### config.mk
export PLATFORM = sky130hd
export DESIGN_NAME = lz_word_feeder
export DESIGN_NICKNAME = d
export VERILOG_FILES = /design/src/rtl/lz_pkg.sv /design/src/rtl/lz_pend_buf.sv /design/src/rtl/lz_word_feeder.sv
export SDC_FILE = /design/constraint.sdc
export NUM_CORES = 1
export LEC_CHECK = 0
export ABC_AREA = 1
export BUFFER_PORTS_ARGS = -buffer_cell sky130_fd_sc_hd__buf_4
export CORE_UTILIZATION = 35
export CTS_CLUSTER_SIZE = 20
export DETAILED_ROUTE_END_ITERATION = 12
export HOLD_SLACK_MARGIN = 0.12
export SKIP_LAST_GASP = 1
export SLEW_MARGIN = 30
export SYNTH_ARGS = -nofsm -noshare
export SYNTH_HDL_FRONTEND = slang
export SYNTH_HIERARCHICAL = 1
export SYNTH_SLANG_ARGS = --single-unit
### constraint.sdc
create_clock -name CLK -period 2.4 [get_ports CLK]
set_input_delay 0.24 -clock CLK [delete_from_list [all_inputs] [get_ports CLK]]
set_output_delay 0.24 -clock CLK [all_outputs]
set_load 0.01 [all_outputs]
### src/rtl/lz_pkg.sv
// Shared definitions for the leading-zero counter datapath and its word feeder.
package lz_pkg;

    localparam int unsigned LZ_WIDTH = 8;
    localparam int unsigned LZ_WORD  = 4;
    // Counter result width: zero count ranges 0..LZ_WIDTH*LZ_WORD inclusive.
    localparam int unsigned LZ_CNT_W = $clog2(LZ_WIDTH * LZ_WORD + 1);

    typedef enum logic [1:0] {
        IDLE = 2'b00,
        SEND = 2'b01
    } lz_state_e;

    function automatic int unsigned lz_idx_w(input int unsigned word);
        return (word > 1) ? $clog2(word) : 1;
    endfunction

endpackage

### src/rtl/lz_pend_buf.sv
// One-entry holding register for a word (plus mode) waiting behind the active word.
module lz_pend_buf
    import lz_pkg::*;
#(
    parameter int unsigned W = LZ_WIDTH * LZ_WORD
) (
    input  logic         clk,
    input  logic         rst_n,
    input  logic         load_i,
    input  logic         clear_i,
    input  logic [W-1:0] word_i,
    input  logic         mode_i,
    output logic         valid_o,
    output logic         ready_o,
    output logic [W-1:0] word_o,
    output logic         mode_o
);

    logic         valid_q, valid_d;
    logic [W-1:0] word_q, word_d;
    logic         mode_q, mode_d;

    // Load has priority; a clear and a load never coincide because load requires an empty slot.
    always_comb begin
        valid_d = valid_q;
        word_d  = word_q;
        mode_d  = mode_q;
        if (clear_i) begin
            valid_d = 1'b0;
        end
        if (load_i) begin
            valid_d = 1'b1;
            word_d  = word_i;
            mode_d  = mode_i;
        end
    end

    always_ff @(posedge clk or negedge rst_n) begin
        if (!rst_n) begin
            valid_q <= 1'b0;
            word_q  <= '0;
            mode_q  <= 1'b0;
        end else begin
            valid_q <= valid_d;
            word_q  <= word_d;
            mode_q  <= mode_d;
        end
    end

    assign valid_o = valid_q;
    assign ready_o = !valid_q;
    assign word_o  = word_q;
    assign mode_o  = mode_q;

endmodule

### src/rtl/lz_word_feeder.sv
// Serialises packed words MSB chunk first into the leading-zero counter, with optional
// early stop after the first non-zero chunk and a pending slot for bubble-free streaming.
module lz_word_feeder
    import lz_pkg::*;
#(
    parameter int unsigned WIDTH = LZ_WIDTH,
    parameter int unsigned WORD  = LZ_WORD
) (
    input  logic                  CLK,
    input  logic                  rst_n,
    input  logic                  in_valid,
    output logic                  in_ready,
    input  logic                  in_mode,
    input  logic [WIDTH*WORD-1:0] in_word,
    output logic                  out_valid,
    output logic                  out_mode,
    output logic [WIDTH-1:0]      out_data,
    output logic                  busy
);

    localparam int unsigned WORD_W = WIDTH * WORD;
    localparam int unsigned IDX_W  = lz_idx_w(WORD);

    lz_state_e          state_q, state_d;
    logic [IDX_W-1:0]   idx_q, idx_d;
    logic [WORD_W-1:0]  word_q, word_d;
    logic               mode_q, mode_d;
    logic               out_valid_q, out_valid_d;
    logic [WIDTH-1:0]   out_data_q, out_data_d;
    logic               busy_q, busy_d;

    logic               pend_valid, pend_ready, pend_mode;
    logic [WORD_W-1:0]  pend_word;
    logic               pend_load, pend_clr;
    logic               accept, ending;

    function automatic logic [WIDTH-1:0] chunk(input logic [WORD_W-1:0] w,
                                               input logic [IDX_W-1:0]  i);
        logic [WORD_W-1:0] s;
        s = w << (WIDTH * 32'(i));
        return s[WORD_W-1 -: WIDTH];
    endfunction

    lz_pend_buf #(.W(WORD_W)) u_pend (
        .clk     (CLK),
        .rst_n   (rst_n),
        .load_i  (pend_load),
        .clear_i (pend_clr),
        .word_i  (in_word),
        .mode_i  (in_mode),
        .valid_o (pend_valid),
        .ready_o (pend_ready),
        .word_o  (pend_word),
        .mode_o  (pend_mode)
    );

    assign in_ready = pend_ready;
    assign accept   = in_valid && pend_ready;
    assign ending   = (32'(idx_q) == WORD - 1) || (mode_q && (out_data_q != '0));

    always_comb begin
        state_d     = state_q;
        idx_d       = idx_q;
        word_d      = word_q;
        mode_d      = mode_q;
        out_valid_d = out_valid_q;
        out_data_d  = out_data_q;
        pend_load   = 1'b0;
        pend_clr    = 1'b0;
        case (state_q)
            IDLE: begin
                if (accept) begin
                    state_d     = SEND;
                    idx_d       = '0;
                    word_d      = in_word;
                    mode_d      = in_mode;
                    out_valid_d = 1'b1;
                    out_data_d  = chunk(in_word, '0);
                end
            end
            SEND: begin
                if (!ending) begin
                    idx_d      = IDX_W'(idx_q + 1'b1);
                    out_data_d = chunk(word_q, IDX_W'(idx_q + 1'b1));
                    pend_load  = accept;
                end else if (pend_valid) begin
                    // Back-to-back handoff from the pending slot keeps out_valid high.
                    idx_d      = '0;
                    word_d     = pend_word;
                    mode_d     = pend_mode;
                    out_data_d = chunk(pend_word, '0);
                    pend_clr   = 1'b1;
                end else if (accept) begin
                    idx_d      = '0;
                    word_d     = in_word;
                    mode_d     = in_mode;
                    out_data_d = chunk(in_word, '0);
                end else begin
                    state_d     = IDLE;
                    idx_d       = '0;
                    out_valid_d = 1'b0;
                    out_data_d  = '0;
                end
            end
            default: begin
                state_d     = IDLE;
                out_valid_d = 1'b0;
                out_data_d  = '0;
            end
        endcase
        busy_d = (state_d == SEND) || (pend_valid && !pend_clr) || pend_load;
    end

    always_ff @(posedge CLK or negedge rst_n) begin
        if (!rst_n) begin
            state_q     <= IDLE;
            idx_q       <= '0;
            word_q      <= '0;
            mode_q      <= 1'b0;
            out_valid_q <= 1'b0;
            out_data_q  <= '0;
            busy_q      <= 1'b0;
        end else begin
            state_q     <= state_d;
            idx_q       <= idx_d;
            word_q      <= word_d;
            mode_q      <= mode_d;
            out_valid_q <= out_valid_d;
            out_data_q  <= out_data_d;
            busy_q      <= busy_d;
        end
    end

    assign out_valid = out_valid_q;
    assign out_mode  = mode_q;
    assign out_data  = out_data_q;
    assign busy      = busy_q;

endmodule

### After elaboration in Yosys (flattened, before gate mapping)

Index checks and enable logic that the tools add are counted.

* $add $sub $neg: 1
* multiplexer cells: 33
* shift operators: 1
* equal/unequal tests: 7
* reductions and logical operators: 15

Operator list (number)
* $mux 32: 3
* $pmux 32 s2: 1
* $mux 8: 4
* $shl 32x5->32: 1
* $pmux 8 s2: 1
* $mux 1: 14
* $mux 2: 6
* $ne 2x2->1 const B: 4
* $pmux 2 s2: 2
* $reduce_bool 8->1: 1
* $eq 2x1->1 const B: 2
* $pmux 1 s2: 2
* $reduce_and 2->1: 2
* $reduce_and 4->1: 1
* $reduce_bool 2->1: 2
* $logic_and 1x1->1: 3
* $logic_or 1x1->1: 3
* $add 2x1->2 const B: 1
* $eq 2x2->1 const B: 1
* $logic_not 1->1: 2
* $logic_not 2->1: 1

* register bits after elaboration: 81
* word-level logic and storage cells: 67
* input port bits: 36
* output and inout bits: 12

### Depth between registers and ports, before layout

Gate-level depths: netlist (run 1).

* word-level depth: 9
* mapped depth: 12

### Hierarchy

Netlist (run 1), hierarchy kept.

By module, submodules not included
* lz_word_feeder: sequential area each 1176.1 sq um, area each 3253.1 sq um, instances 1, cells an instance 487
* lz_pend_buf: sequential area each 850.8 sq um, area each 1346.3 sq um, instances 1, cells an instance 145

### Worst setup path before layout (run 1)

OpenSTA, ideal clock, no wires.

* path type: register to register
* start: reg out_data_q[7], in the netlist out_data[7]
* end: reg u_pend.word_q[24], in the netlist u_pend/word_o[24]
* clock period less this slack: 1.893 ns
* path buffers: 4
* stages on the path, launching flop included: 13
* arrival time: 1.776 ns
* data required time: 2.284 ns
* slack: 0.507 ns
* cell sequence: dfrtp_1 > nor2_1 > nand2_1 > o21ai_4 > nand3_2 > buf_4 > buf_6 > nor2_1 > buf_6 > inv_8 > buf_8 > nand2_2 > nand2_1

* cells in the longest elaborated chain, start to end: 5

Ends and longest elaborated chain
* start: declaration: RTL line lz_word_feeder.sv:29 `logic [WIDTH-1:0] out_data_q, out_data_d;`
* start signal: assignment: RTL line lz_word_feeder.sv:129 `out_data_q <= out_data_d;`
* $reduce_bool 8->1: RTL line lz_word_feeder.sv:59 `assign ending = (32'(idx_q) == WORD - 1) || (mode_q && (out_data_q != '0));`
* $logic_and 1x1->1: RTL line lz_word_feeder.sv:59
* $logic_or 1x1->1: RTL line lz_word_feeder.sv:59
* $mux 1: RTL line lz_word_feeder.sv:82 `if (!ending) begin`
* $mux 1: RTL line lz_word_feeder.sv:70 `case (state_q)`
* net pend_load: RTL line lz_word_feeder.sv:34 `logic pend_load, pend_clr;`
* end signal: assignment: RTL line lz_pend_buf.sv:45 `word_q <= word_d;`
* end: declaration: RTL line lz_pend_buf.sv:20 `logic [W-1:0] word_q, word_d;`

The timed path passes the listed nets, and every way through them passes these cells.
A chain may end at the register's enable or synchronous reset.

### Worst setup path after layout (run 1)

* start: reg out_data_q[3], in the netlist out_data[3]
* end: reg word_q[15]

* cells in the longest elaborated chain, start to end: 5

Ends and longest elaborated chain
* $reduce_bool 8->1: RTL line lz_word_feeder.sv:59
* $logic_and 1x1->1: RTL line lz_word_feeder.sv:59
* $logic_or 1x1->1: RTL line lz_word_feeder.sv:59
* $ne 2x2->1 (no line)
* $reduce_and 2->1 (no line)
* end signal: assignment: RTL line lz_word_feeder.sv:126 `word_q <= word_d;`
* end: declaration: RTL line lz_word_feeder.sv:26 `logic [WORD_W-1:0] word_q, word_d;`

Every way passes these cells.

==> results of run 1 <==
## sequential cells by signal (all words and copies together), names as in the netlist
name and flops:
word_q 32, out_mode 1, u_pend/valid_o 1, idx_q 2
u_pend/word_o 32, u_pend/mode_o 1, out_valid 1, busy 1
state_q 2, out_data 8
## tightest hold or removal path, stage by stage
cell	delay (ns)
sky130_fd_sc_hd__buf_4	0.10
sky130_fd_sc_hd__nand2_1	0.05
sky130_fd_sc_hd__nand2_1	0.06
## area by class of cell
cell class / instances / area (µm²)
clock buffer: 11 / 243
clock inverter: 5 / 103
fill: 1322 / 7000
inverter: 23 / 93.8
multi-input combinational: 492 / 2260
sequential: 81 / 2030
tap: 172 / 215
timing repair buffer: 92 / 783
## Yosys cell counts (9+ instances only)
cell type	number	area, µm²
sky130_fd_sc_hd__dfrtp_1	81	2030
sky130_fd_sc_hd__buf_2	9	45.0
sky130_fd_sc_hd__inv_1	18	67.6
sky130_fd_sc_hd__nand2_1	305	1140
sky130_fd_sc_hd__nor2_1	10	37.5
sky130_fd_sc_hd__o21a_1	26	195
sky130_fd_sc_hd__nand2_2	11	68.8
sky130_fd_sc_hd__clkbuf_1	13	48.8
sky130_fd_sc_hd__o21ai_0	17	85.1
sky130_fd_sc_hd__nand3_1	91	455
sky130_fd_sc_hd__nand3_2	11	110
## worst min-delay path by stage
stage | startpoint | to | slack (ns) | cells after the start
after global placement | rst_n | u_pend/word_o[18] | 0.31 | 2
after floorplan | rst_n | busy | -0.06 | 0
after detailed placement | rst_n | u_pend/word_o[20] | 0.31 | 2
after CTS | in_word[24] | u_pend/word_o[24] | 0.12 | 3
after global routing | in_word[24] | u_pend/word_o[24] | 0.14 | 3
final | in_word[24] | u_pend/word_o[24] | 0.13 | 3
## routing by layer
metal  global-route usage, %  share of wire (%)  vias up  wire length [µm]
li1                        -                  -     2152                 -
met1                    25.9                 46     2101              5710
met2                    34.2                 48      108              6030
met3                    3.79                4.3       19               535
met4                    7.68                1.5        0               188
met5                       0                  0        -                 0
## kinds of logic (layout without fill, tap and decap cells)
kind of cell / Yosys count / in the layout / synth area share (%)
AOI/OAI and AO/OA: 48 / 48 / 6.99
DFF: 81 / 81 / 44.1
and+or+nand+nor: 442 / 442 / 41.6
other: 1 / 1 / 0.0815
buffers and inverters: 59 / 131 / 6.94
adders and majority gates: 1 / 1 / 0.272
## repair_timing
item                       in CTS  in global routing
hold endpoints to repair      112                  0
hold buffers                   32                  0
setup endpoints to repair       0                  0
## layout by cell type, fill, tap and decap left out, types with 2 or more instances in the layout
master                          count
sky130_fd_sc_hd__nand2_1          305
sky130_fd_sc_hd__nand3_1           91
sky130_fd_sc_hd__inv_2              2
sky130_fd_sc_hd__nand2_2           11
sky130_fd_sc_hd__nor2_2             2
sky130_fd_sc_hd__nand3_2           11
sky130_fd_sc_hd__inv_1             18
sky130_fd_sc_hd__buf_4             59
sky130_fd_sc_hd__nor2_1             9
sky130_fd_sc_hd__nand3b_1           5
sky130_fd_sc_hd__a31oi_1            2
sky130_fd_sc_hd__dfrtp_1           81
sky130_fd_sc_hd__bufinv_16          3
sky130_fd_sc_hd__clkinv_1           2
sky130_fd_sc_hd__or2_2              6
sky130_fd_sc_hd__o21ai_0           17
sky130_fd_sc_hd__clkbuf_16          9
sky130_fd_sc_hd__o21a_1            26
sky130_fd_sc_hd__dlygate4sd3_1     32
## per-stage QoR
step / std cells / setup WS [ns]
after floorplan: 632 / 0.507
after global placement: 828 / 0.483
after detailed placement: 828 / 0.421
after CTS: 876 / 0.394
after global routing: 876 / 0.218
final: 876 / 0.369
## power groups by stage
| stage | registers [mW] | clock network (mW) | logic [mW] |
|---|---|---|---|
| global placement | 2.39 | 0 | 2.85 |
| floorplan | 2.32 | 0 | 2.16 |
| global route | 2.47 | 1.69 | 3.41 |
| detailed placement | 2.41 | 0 | 2.92 |
| CTS | 2.39 | 1.65 | 2.98 |
| finish | 2.40 | 1.61 | 2.98 |
==> impl_summary.txt, run 1 <==
----------------------------------------------------
[Synth]
  Post-synth EDFFs ... 0
  Net count of the mapped netlist ... ~670
  Share of async-settable or async-resettable flops after synthesis ... 100%
  Average cell area after synthesis ... roughly 7.3 µm²
  Flip-flop and latch count after synthesis ... 81
  Unique cell type count in the Yosys netlist ... 29
  Total standard cell area after synthesis ... 4600 µm²
  Dominant register cell in the synthesized netlist ... sky130_fd_sc_hd__dfrtp_1
  Synthesized instance count ... roughly 630
  Count of synthesis-stage warnings from yosys ... 6
  Sequential fraction of the synthesis area ... between 40% and 50%

[Setup path]
  Data arrival at the endpoint of the critical path ... approximately 2.3 ns
  Maximum fanout along the worst path ... 33
  Endpoint of the worst-slack reg-to-reg timing path ... word_q[15]
  Worst setup path start ... out_data[3]
  Worst Setup End Kind ... flop
  Worst Setup EP ... word_q[15]
  Register-to-register setup slack ... around 0.37 ns
  Worst R2R Path Depth ... 7
  Logic depth of the worst setup path including buffers ... 7
  Startpoint type of the worst setup path ... flop
  Kind of cell adding the most delay to the critical path ... simple AND/OR/NAND/NOR gates
  WP buf/inv ... 0
  Critical Path Max Stage Delay ... 0.56 ns
  CP Class ... reg -> reg
  Most common cell type on the critical path ... sky130_fd_sc_hd__nand2_1
  Worst path cell trace ... nor2_1 > nand2_1 > o21ai_4 > nand3_2 > nand2_2 > nand2_1 > nand2_1
  Max stage delay cell, worst path ... sky130_fd_sc_hd__nand2_2
  R2R Path Start ... out_data[3]
  Req. time, crit path ... around 2.7 ns

[Route]
  Routed Wire Length ... about 12000 µm
  Routed vias/inst ... 5.00
  Total DRC errors in the routed layout ... 0
  Detailed Routing Iterations Pass 1 ... 6
  Via count ... roughly 4400
  Routed WL per cell ... roughly 14 µm
  Count of antenna-violating nets left after detailed routing ... 0
  DR iter-0 viols ... between 200 and 250

[Cells and area]
  Post-Layout Inst Area ... 5720 µm²
  Fraction of final layout cells with drive strength greater than 1 ... around 16%
  Fin nets ... about 740
  Diode count ... 0
  Area grow syn2layout ... 24.4%
  Final cell utilization of the core ... between 40% and 50%

[Clocking]
  Num Clock Sinks ... 81
  Clk Latency, worst-skew pair ... ~0.34 ns
  Clock root buffer ... sky130_fd_sc_hd__clkbuf_16
  Clock input transition at the sequential cells of the worst setup and hold paths ... 0.06 ns
  Post-cts gate resize count ... 0
  Post-CTS Setup Inserts ... 0
  Maximum level of the CTS H-tree ... 3
  CTS tree ... done
  Number of buffers created by CTS ... 9
  Clock tree buffer depth ... 2

[Placed design]
  DP HPWL ... a little under 8000 µm
  Number of port buffers ... 47
  Placed instance area ... about 5000 µm²
  GPL Wtd Cong ... 0.830

[STA]
  Max-slew violations ... 0
  Crit share post-route ... 84.6%
  Rel. slew slack ... 55.1%
  Worst clock skew on the final layout ... between 0.005 and 0.006 ns
  Setup-violating endpoint count in the final report ... 0
  Highest Clock Rate ... just under 0.5 GHz
  Slew of the pin with the lowest slew margin ... between 0.6 and 0.7 ns
  Setup TNS ... 0 ns
  Post-Route Hold Slack ... between 0.1 and 0.15 ns
  Minimum clock period after layout ... about 2.0 ns
  Hold Vio Cnt, Final ... 0
  Unrepaired setup endpoints after global routing ... false

[Power and ir drop]
  Peak supply drop ... between 0.4 and 0.5 mV
  Part of the power in the clock network ... between 20% and 30%
  Pint ... about 4.2 mW
  Sum of internal, switching and leakage power ... ~7 mW
  Share of total power in sequential cells ... around a third
  Combinational Power Share ... 42.7%
  Static Leak ... slightly below 3 nW
  Sw Share ... 39.7%
  Total power per unit cell area ... roughly 1200 nW/µm²
  Switching pwr ... around 2.8 mW

[GRT]
  All-layer global routing usage ... approximately 20%
  Number of global-route vias before repair ... 4432
  Number of antenna violations at the first check in global routing ... 0
  Grt ovf ... 0
  Maximum number of pins on one net before global-route repair ... 82
  Global-route wire length before repair ... about 21000 µm

[Floorplanning]
  Core outline area ... 12700 µm²
  Die width ... approximately 120 µm
  Area enclosed by the die boundary ... between 10000 and 15000 µm²
  Site row count ... 41
  Die extent in y ... roughly 120 µm
  Number of ports placed on the die boundary ... 48
  Initial standard-cell utilization of the core ... about 36%

[Status]
  Status ... complete, no violations

[Worst hold path]
  Worst min-delay path class ... in -> reg

[Run]
  Total of max-cap violations ... 0

----------------------------------------------------
Note: power is estimated with default switching activity, not from simulation.
==> run 2, diff against run 1 <==
==> constraint.sdc (replaced) <==
create_clock -name CLK -period 2 [get_ports CLK]
set_input_delay 0.2 -clock CLK [delete_from_list [all_inputs] [get_ports CLK]]
set_output_delay 0.2 -clock CLK [all_outputs]
set_load 0.01 [all_outputs]
==> run 2 against run 1 <==
Compared with the run above: combinational power is 23% higher; final cell count rose by 1.1%; worst setup slack got worse by 0.12 ns; non-clock buffer count grew 10; utilization rose by 0.71 points; critical path depth grew 2; total power grew 19%; wire length shrank 4.0%; first-iteration DRC count rose by 18%; hold slack gained 0.27 ns; cell area grew 1.6%; critical path type unchanged.
==> impl_summary.txt, run 2 (synthesis gave the netlist of run 1 again) <==
----------------------------------------------------
[STA]
  Hold Vio Cnt, Final ... 0 (unchanged)
  Crit share post-route ... 87.8% (+3.2 points)
  Highest Clock Rate ... 0.570 GHz (+16%)
  Setup TNS ... 0 ns (unchanged)
  Slew of the pin with the lowest slew margin ... 0.594 ns (-0.0762 ns)
  Setup slack of the critical path after layout ... 0.245 ns (-0.125 ns)
  Unrepaired setup endpoints after global routing ... false
  Minimum clock period after layout ... 1.76 ns (-0.275 ns)
  Post-Route Hold Slack ... 0.403 ns (+0.272 ns)
  Rel. slew slack ... 60.4% (+5.2 points)
  Worst clock skew on the final layout ... 0.00712 ns (+0.00123 ns)
  Setup-violating endpoint count in the final report ... 0 (unchanged)
  Max-slew violations ... 0 (unchanged)

[Placed design]
  Number of port buffers ... 47 (unchanged)
  DP HPWL ... 8270 µm (+4.7%)
  Pre-CTS WS ... 0.264 ns (-0.157 ns)
  Placed instance area ... 5140 µm² (+1.7%)
  GPL Wtd Cong ... 0.862 (+3.9%)
  Cell total after placement ... 836 (+0.97%)

[Clocking]
  Number of buffers created by CTS ... 9 (unchanged)
  Clock input transition at the sequential cells of the worst setup and hold paths ... 0.06 ns (about the same)
  Clock tree buffer depth ... 2 (unchanged)
  Post-cts gate resize count ... 0 (unchanged)
  Maximum level of the CTS H-tree ... 3 (unchanged)
  Clk Latency, worst-skew pair ... 0.34 ns (about the same)
  CTS tree ... done
  Num Clock Sinks ... 81 (unchanged)
  Hold buffer count at cts ... 34 (+6.3%)
  Clock root buffer ... sky130_fd_sc_hd__clkbuf_16
  Post-CTS Setup Inserts ... 0 (unchanged)

[Cells and area]
  Fraction of final layout cells with drive strength greater than 1 ... 16.7% (+1.0 points)
  Area grow syn2layout ... 26.3%
  Number of non-filler instances in the completed layout ... 886 (+1.1%)
  Sequential Area ... 2030 µm² (unchanged)
  Commonest non-fill, non-tap cell in the layout ... sky130_fd_sc_hd__nand2_1
  Area used by multi-input combinational logic ... 2260 µm² (unchanged)
  Diode count ... 0 (unchanged)
  Most frequent cells in the layout ... sky130_fd_sc_hd__nand2_1 (305), sky130_fd_sc_hd__nand3_1 (91), sky130_fd_sc_hd__dfrtp_1 (81)
  Post-Layout Inst Area ... 5810 µm² (+1.6%)
  Fill cell instance count of the final layout ... 1342 (+1.5%)
  Fin nets ... 746 (+1.4%)
  Final cell utilization of the core ... 45.7% (+0.71 points)

[Route]
  Routed WL per cell ... 13.5 µm (-5.1%)
  Routed Wire Length ... 12000 µm (-4.0%)
  Detailed Routing Iterations Pass 1 ... 5 (-1)
  Met3 wirelength from detailed routing ... 682 µm (+27%)
  Routed vias/inst ... 4.81 (-3.7%)
  DR iter-0 viols ... 265 (+18%)
  Via count ... 4264 (-2.6%)
  Total DRC errors in the routed layout ... 0 (unchanged)
  Count of antenna-violating nets left after detailed routing ... 0 (unchanged)
  DR top layer ... met4
  Met2 layer wire length in the routed design ... 5800 µm (-3.8%)
  Routed length on met1 ... 5350 µm (-6.2%)

[Worst hold path]
  Worst min-delay path class ... in -> async

[Setup path]
  Maximum fanout along the worst path ... 34 (+3.0%)
  Worst Setup End Kind ... flop
  Data arrival at the endpoint of the critical path ... 1.99 ns (-0.32 ns)
  R2R Path Start ... out_data[3]
  Worst Setup EP ... u_pend/word_o[19]
  Endpoint of the worst-slack reg-to-reg timing path ... u_pend/word_o[19]
  Register-to-register setup slack ... 0.24 ns (-0.12 ns)
  Req. time, crit path ... 2.23 ns (-0.45 ns)
  Worst setup path start ... out_data[3]
  Worst R2R Path Depth ... 9 (+2)
  CP Class ... reg -> reg
  Startpoint type of the worst setup path ... flop

[GRT]
  Grt ovf ... 0 (unchanged)
  All-layer global routing usage ... 19.1% (-1.2 points)
  Global-route wire length before repair ... 20000 µm (-6.6%)
  Number of antenna violations at the first check in global routing ... 0 (unchanged)
  Maximum number of pins on one net before global-route repair ... 60 (-27%)
  Number of global-route vias before repair ... 4069 (-8.2%)

[Floorplanning]
  Die width ... 117 µm (unchanged)
  Site row count ... 41 (unchanged)
  Number of ports placed on the die boundary ... 48 (unchanged)
  Core outline area ... 12700 µm² (unchanged)
  Die extent in y ... 117 µm (unchanged)
  Area enclosed by the die boundary ... 13600 µm² (unchanged)
  Initial standard-cell utilization of the core ... 36.2% (unchanged)

[Run]
  Total of max-cap violations ... 0 (unchanged)

[Power and ir drop]
  Total power per unit cell area ... 1430 nW/µm² (+17%)
  Sum of internal, switching and leakage power ... 8.32 mW (+19%)
  Static Leak ... 3.03 nW (+1.7%)
  Peak supply drop ... 0.528 mV (+8.3%)

[Status]
  Status ... complete, no violations

----------------------------------------------------
## run 2: cell types whose count changed in the layout (fill, tap and decap cells not counted), sizes merged
cell         before  now
bufinv            3    2
buf              60   68
dlygate4sd3      32   34
clkinv            3    4
## run 2: cell type report
type / instances / share of cell area [%]
clock inverters: 5 / 1.34
inverters: 23 / 1.61
multi-input cells: 492 / 38.8
well taps: 172 / 3.70
repair buffers: 102 / 15.3
flip-flops and latches: 81 / 34.9
clock buffers: 11 / 4.35
## run 2: how the worst min path moves through the flow
stage	end	slack, ns	depth (start not counted)
3_3_place_gp	u_pend/word_o[20]	0.23	1
2_1_floorplan	busy	-0.1	0
5_1_grt	word_q[26]	0.47	2
6_report	u_pend/word_o[20]	0.40	2
3_5_place_dp	u_pend/word_o[20]	0.24	1
4_1_cts	u_pend/word_o[20]	0.43	2
## run 2: routing by layer
| layer | vias to the layer above | GRT usage, % |
|---|---|---|
| li1 | 2169 | - |
| met1 | 1979 | 24.7 |
| met2 | 104 | 32.4 |
| met3 | 12 | 3.68 |
| met4 | 0 | 5.91 |
| met5 | - | 0 |
## run 2: power by group
group | switching, mW | total [mW] | internal, mW
logic | 2.10 | 3.66 | 1.55
clock network | 0.652 | 1.81 | 1.16
registers | 0.525 | 2.86 | 2.33
total | 3.28 | 8.32 | 5.04
## run 2: worst max-delay path: stages, from the launching register on
cell and delay (ns):
sky130_fd_sc_hd__dfrtp_1 0.42, sky130_fd_sc_hd__nor2_1 0.11, sky130_fd_sc_hd__nand2_1 0.09, sky130_fd_sc_hd__o21ai_4 0.17
sky130_fd_sc_hd__nand3_2 0.15, sky130_fd_sc_hd__nor2_2 0.13, sky130_fd_sc_hd__buf_4 0.27, sky130_fd_sc_hd__inv_8 0.15
sky130_fd_sc_hd__nand2_1 0.09, sky130_fd_sc_hd__nand2_1 0.05
